--- src/rtl/counter_pkg.sv ---
// Shared encodings for the counter family: count direction and boundary behaviour.
package counter_pkg;

  localparam logic MODE_WRAP = 1'b0;
  localparam logic MODE_SAT  = 1'b1;

  localparam logic DIR_DOWN  = 1'b0;
  localparam logic DIR_UP    = 1'b1;

endpackage

--- src/rtl/mod_counter_prescaler.sv ---
// Enable-gated prescaler: emits a tick every presc+1 enabled cycles.
module prescaler #(
  parameter int PRESCALE_W = 8
) (
  input  logic                  clk,
  input  logic                  rst,
  input  logic                  en,
  input  logic                  sync_clr,
  input  logic [PRESCALE_W-1:0] presc,
  output logic                  tick
);

  logic [PRESCALE_W-1:0] cnt_reg;

  // A clear/load cycle never ticks, so the counter step is suppressed with it.
  assign tick = en && !sync_clr && (cnt_reg == presc);

  always_ff @(posedge clk or posedge rst) begin
    if (rst) begin
      cnt_reg <= '0;
    end else if (sync_clr) begin
      cnt_reg <= '0;
    end else if (en) begin
      if (tick) cnt_reg <= '0;
      else      cnt_reg <= cnt_reg + 1'b1;
    end
  end

endmodule

--- src/rtl/mod_counter.sv ---
// Programmable-modulo up/down counter with wrap/saturate, prescaler, load and tc/ovf flags.
module mod_counter
  import counter_pkg::*;
#(
  parameter int WIDTH      = 4,
  parameter int PRESCALE_W = 8
) (
  input  logic                  clk,
  input  logic                  rst,
  input  logic                  en,
  input  logic                  clr,
  input  logic                  load,
  input  logic [WIDTH-1:0]      load_val,
  input  logic                  dir,
  input  logic                  mode,
  input  logic [WIDTH-1:0]      limit,
  input  logic [PRESCALE_W-1:0] presc,
  input  logic                  ovf_clr,
  output logic [WIDTH-1:0]      q,
  output logic                  tc,
  output logic                  ovf
);

  logic [WIDTH-1:0] q_reg;
  logic [WIDTH-1:0] q_next;
  logic             tc_reg;
  logic             ovf_reg;
  logic             hit;
  logic             tick;

  prescaler #(
    .PRESCALE_W (PRESCALE_W)
  ) u_prescaler (
    .clk      (clk),
    .rst      (rst),
    .en       (en),
    .sync_clr (clr | load),
    .presc    (presc),
    .tick     (tick)
  );

  // q above limit counts as a boundary when stepping up, so loads and lowered limits recover.
  always_comb begin
    q_next = q_reg;
    hit    = 1'b0;
    if (dir == DIR_UP) begin
      if (q_reg >= limit) begin
        hit    = 1'b1;
        q_next = (mode == MODE_SAT) ? limit : '0;
      end else begin
        q_next = q_reg + 1'b1;
      end
    end else begin
      if (q_reg == '0) begin
        hit    = 1'b1;
        q_next = (mode == MODE_SAT) ? '0 : limit;
      end else begin
        q_next = q_reg - 1'b1;
      end
    end
  end

  always_ff @(posedge clk or posedge rst) begin
    if (rst) begin
      q_reg   <= '0;
      tc_reg  <= 1'b0;
      ovf_reg <= 1'b0;
    end else begin
      tc_reg <= 1'b0;
      if (clr) begin
        q_reg <= '0;
      end else if (load) begin
        q_reg <= load_val;
      end else if (tick) begin
        q_reg  <= q_next;
        tc_reg <= hit;
      end
      if (tick && hit)  ovf_reg <= 1'b1;
      else if (ovf_clr) ovf_reg <= 1'b0;
    end
  end

  assign q   = q_reg;
  assign tc  = tc_reg;
  assign ovf = ovf_reg;

endmodule

--- config.mk ---
export PLATFORM = sky130hd
export DESIGN_NAME = mod_counter
export DESIGN_NICKNAME = d
export VERILOG_FILES = /design/src/rtl/counter_pkg.sv /design/src/rtl/mod_counter_prescaler.sv /design/src/rtl/mod_counter.sv
export SDC_FILE = /design/constraint.sdc
export NUM_CORES = 1
export LEC_CHECK = 0
export CAP_MARGIN = 30
export CORE_MARGIN = 2
export CORE_UTILIZATION = 35
export CTS_BUF_LIST = sky130_fd_sc_hd__clkbuf_16
export CTS_CLUSTER_SIZE = 24
export DETAILED_ROUTE_END_ITERATION = 16
export GPL_ROUTABILITY_DRIVEN = 0
export GPL_TIMING_DRIVEN = 0
export SLEW_MARGIN = 20
export SYNTH_ARGS = -nofsm -noshare
export SYNTH_HDL_FRONTEND = slang
export SYNTH_SLANG_ARGS = --single-unit
--- constraint.sdc ---
create_clock -name clk -period 5.5 [get_ports clk]
set_input_delay 1.1 -clock clk [delete_from_list [all_inputs] [get_ports clk]]
set_output_delay 1.1 -clock clk [all_outputs]
set_load 0.1 [all_outputs]
* Word level (Yosys, flattened, before mapping)
Cells that the tools add are included. Widths: inputs -> output; s select.
Cells by class: add/subtract/negate cells 3, $lt $le $gt $ge 1, equality and inequality tests 1, mux-type cells 19, bitwise operators 1, reduce and logical (&&, ||, !) cells 8
Operator list (count):
- $mux 4 | 8
- $mux 8 | 3
- $add 8x1->8 const B | 1
- $eq 8x8->1 | 1
- $mux 1 | 8
- $add 4x1->4 const B | 1
- $ge 4x4->1 | 1
- $logic_not 4->1 | 1
- $reduce_bool 2->1 | 2
- $sub 4x1->4 const B | 1
- $logic_and 1x1->1 | 3
- $reduce_bool 3->1 | 1
- $logic_not 1->1 | 1
- $or 1x1->1 | 1
Word-level totals: register bits 14, logic and storage cells 37

* Logic depth before layout (Yosys ltp)
depth after elaboration 7, mapped depth 7, gate-level depth less buffers 7

* Modules after synthesis
From an unflattened synthesis, not the netlist that was laid out.
Second synthesis, totals: cells, all modules 151, area total of the unflattened synthesis 1258.7 sq um
Modules (own cells, without submodules):
- mod_counter | times used 1, cells an instance 84, area each 666.9 sq um
- prescaler | times used 1, cells an instance 67, area each 591.8 sq um

* Worst setup path after synthesis
No wires, ideal clock.
path kind reg2reg, start point reg q_reg[0] (netlist: q[0]), end point reg q_reg[3] (netlist: q[3]), setup time 0.066 ns, arrival time 2.406 ns, data required time 5.434 ns, setup slack 3.029 ns, cell stages (with the launch flop) 8, path buffers 0, clock period less this slack 2.471 ns, path through dfrtp_1 -> inv_1 -> ha_1 -> nor3b_1 -> o21ai_0 -> a32o_1 -> a311o_1 -> nand2_1
On the way: cells in the longest elaborated chain, start to end 6
RTL lines:
- start, declared | RTL line mod_counter.sv:24 | logic [WIDTH-1:0] q_reg;
- start signal, assigned | RTL line mod_counter.sv:73 | q_reg <= load_val;
- start signal, assigned | RTL line mod_counter.sv:75 | q_reg <= q_next;
- $sub 4x1->4, or another cell as far along | RTL line mod_counter.sv:58 | q_next = q_reg - 1'b1;
- $mux 4 (on tied branches) | RTL line mod_counter.sv:54, mod_counter.sv:47
- $mux 4 (*) | RTL line mod_counter.sv:46 | if (dir == DIR_UP) begin
- $mux 4 (*) | RTL line mod_counter.sv:74 | end else if (tick) begin
- $mux 4 (*) | RTL line mod_counter.sv:72 | end else if (load) begin
- $mux 4 (*) | RTL line mod_counter.sv:70 | if (clr) begin
Mark *: on every way between the ends. The rest lies on a longest branch, timed or not. The select of a mux whose other input is x is not followed. A chain may end at the register's enable or synchronous reset.

* Worst setup path after layout
start point reg q_reg[2] (netlist: q[2]), end point out q[2]
RTL lines:
- end, declared | RTL line mod_counter.sv:19 | output logic [WIDTH-1:0] q,
No word-level cell between the ends.

==> impl_metrics.csv <==
group,metric,value,unit
final_layout,final_nets,193,
clocking,cts_buffers,3,
worst_setup_path,crit_type,"reg -> out",
synthesis,synth-main-ff-cell,"dfrtp_1",
synthesis,ys_types,38,
sta,rsz0062_at_grt,"no",
routing,vias,1031,
worst_setup_path,critPathLaunchType,"register",
clocking,postCtsSetupRepairBufs,0,
floorplanning,die_w,61.0,microns
place,place_area,1470,sq um
worst_setup_path,critPathCaptureType,"primary output",
global_route,antenna_found_initial,0,
worst_setup_path,reg2reg_slack,3.44,ns
routing,drt_first_iter_violations,18,
worst_setup_path,critical_path_arrival,2.03,ns
sta,holdWs,0.476,ns
final_layout,fin_area,1550,sq um
power,p_total,0.000322,W
final_layout,diodes,0,
routing,wirelength,2.60,mm
clocking,insertion_delay,0.24,ns
routing,drc,0,
power,power.density,207,nW/um^2
global_route,grtUsageTotal,15.8,%
global_route,grt_pass1_vias,967,
synthesis,seq_area_frac_synth,30.8,%
clocking,h-tree-depth,1,
routing,ant_nets,0,
synthesis,synth_nets,160,
worst_setup_path,crit_fanout,9,
floorplanning,coreArea,3080,sq um
global_route,overflow,0,
floorplanning,num_rows,20,
clocking,clkTransAtPathRegs,0.05,ns
sta,skew,0.00155,ns
outcome,outcome,"complete, no violations",
clocking,clockBufferDepth,2,
synthesis,synth_edf_count,0,
clocking,clock_sinks,14,
place,post-dp-hpwl,2.08,mm
sta,period_share,56.9,%
floorplanning,die_h,61.0,microns
sta,fin_tns_setup,0,ns
final_layout,final_util,50.4,%
routing,wire_per_inst,12.7,microns
sta,fin_crit,3.13,ns
synthesis,synth-seq-cells,14,
synthesis,synth_area_per_cell,8.82,sq um
clocking,cts_tree,"done",
sta,fmax,320,MHz
sta,drv_slew,0,
floorplanning,initial_core_util,37.0,%
clocking,hold_buffers,0,
global_route,grt_max_degree,15,
worst_setup_path,crit_required,4.40,ns
synthesis,yosys-top-cells-area,"dfrtp_1 31%, ha_1 7.7%, xor2_1 7.7%, xnor2_1 4.6%, nor2_1 4.3%",
floorplanning,pin_count,30,
synthesis,yosysTopAreaCellShare,30.8,%
routing,drt_pass1_iterations,4,
min_path,min_path_type,"reg -> reg",
synthesis,syn_area,1140,sq um
worst_setup_path,crit_chain,"clkdlybuf4s50_1",
power,p_leak,0.676,nW
synthesis,async_flop_share,100,%
routing,viasPerCell,5.03,
final_layout,layout-drive-gt1-share,6.21,%
sta,tightest_slew,0.972,ns
floorplanning,die-area,3720,sq um
place,portBuffers,28,
sta,slew_headroom,35.0,%
synthesis,yosysWarnings,0,
clocking,cts_resized,0,
synthesis,synth_top_area_cell,"dfrtp_1",
global_route,grt_pass1_wl,4.37,mm
final_layout,synthToLayoutAreaGrowth,36.4,%
worst_setup_path,crit_family,"buffers and inverters",
sta,hold_viol,0,
worst_setup_path,cp_num_buf_inv,1,
synthesis,synth_cells,129,
clocking,cts.root.buffer_cell,"clkbuf_16",
synthesis,synthMostInstantiatedCell,"dfrtp_1",
synthesis,netlist_top_cells_count,"14 x dfrtp_1, 13 x nor2_1, 10 x xor2_1",
sta,setup_violations,0,
final_layout,largest_reg_flops,8,
worst_setup_path,crit_path_top_delay_cell,"clkdlybuf4s50_1",
final_layout,nFillCells,303,
worst_setup_path,critPathMaxStageDelay,1.21,ns
power,peakVddDrop,0.000161,V
run,drv_cap,0,
-- logic make-up (layout without fill, tap and decap cells) --
family / Yosys count / after routing / share of synthesized area (%)
muxes: 2 / 2 / 1.76
buffers and inverters: 10 / 42 / 3.30
adders and majority gates: 7 / 7 / 7.70
AOI/OAI and AO/OA: 24 / 24 / 14.3
xor gates and xnor gates: 16 / 16 / 12.3
DFF: 14 / 14 / 30.8
and+or+nand+nor: 56 / 56 / 29.8
-- placed cells by master, fill, tap and decap left out, drive strengths merged --
cell type and count:
a211oi 1, a21o 1, a21oi 8, a22o 1, a22oi 1, a311o 1
a31oi 1, a32o 1, and2 1, and3 5, clkbuf 5, clkdlybuf4s50 28
clkinv 1, dfrtp 14, ha 7, inv 8, mux2i 2, nand2 8
nand2b 3, nand3 6, nand3b 1, nand4 3, nand4b 1, nor2 13
nor2b 4, nor3 5, nor3b 3, nor4 2, o211ai 2, o21a 2
o21ai 3, o31ai 2, or2 1, xnor2 6, xor2 10
-- where the power goes --
group	leakage [nW]	switching (W)	internal, W	total, W
combinational	0.445	0.0000427	0.0000334	0.0000761
sequential	0.192	0.00000492	0.000105	0.000110
clock	0.0385	0.0000394	0.0000959	0.000135
-- final timing paths --
check,cells past startpoint,endpoint,startpoint
setup / recovery,1,q[2],q[2]$_DFFE_PP0P_
hold / removal,1,ovf$_DFFE_PP0P_,ovf$_DFFE_PP0P_
setup reg to reg,7,q[3]$_DFFE_PP0P_,q[0]$_DFFE_PP0P_
hold reg to reg,1,ovf$_DFFE_PP0P_,ovf$_DFFE_PP0P_
max in group asynchronous,2,u_prescaler.cnt_reg[2]$_DFFE_PP0P_,rst
min in group asynchronous,2,u_prescaler.cnt_reg[6]$_DFFE_PP0P_,rst
-- per-stage QoR --
step / worst slack (ns) / cells
floorplan: 3.03 / 129
global placement: 2.46 / 201
detailed placement: 2.45 / 201
CTS: 2.37 / 205
global route: 2.30 / 205
finish: 2.37 / 205
-- area by class of cell --
type,count,area (sq um),area share (%)
timing repair buffer,28,280,18.1
inverter,8,30.0,1.94
multi-input combinational,105,749,48.3
sequential,14,350,22.6
clock buffer,3,75.1,4.84
tap,44,55.1,3.55
buffer,2,7.51,0.484
clock inverter,1,3.75,0.242
-- layer usage --
| metal | vias up | share of wire, % | global-route usage (%) |
|---|---|---|---|
| li1 | 519 | - | - |
| met1 | 495 | 49 | 21.3 |
| met2 | 15 | 47 | 26.0 |
| met3 | 2 | 3.4 | 3.84 |
| met4 | 0 | 0.65 | 2.80 |
| met5 | - | 0 | 0 |
(Power assumes the default switching activity.)
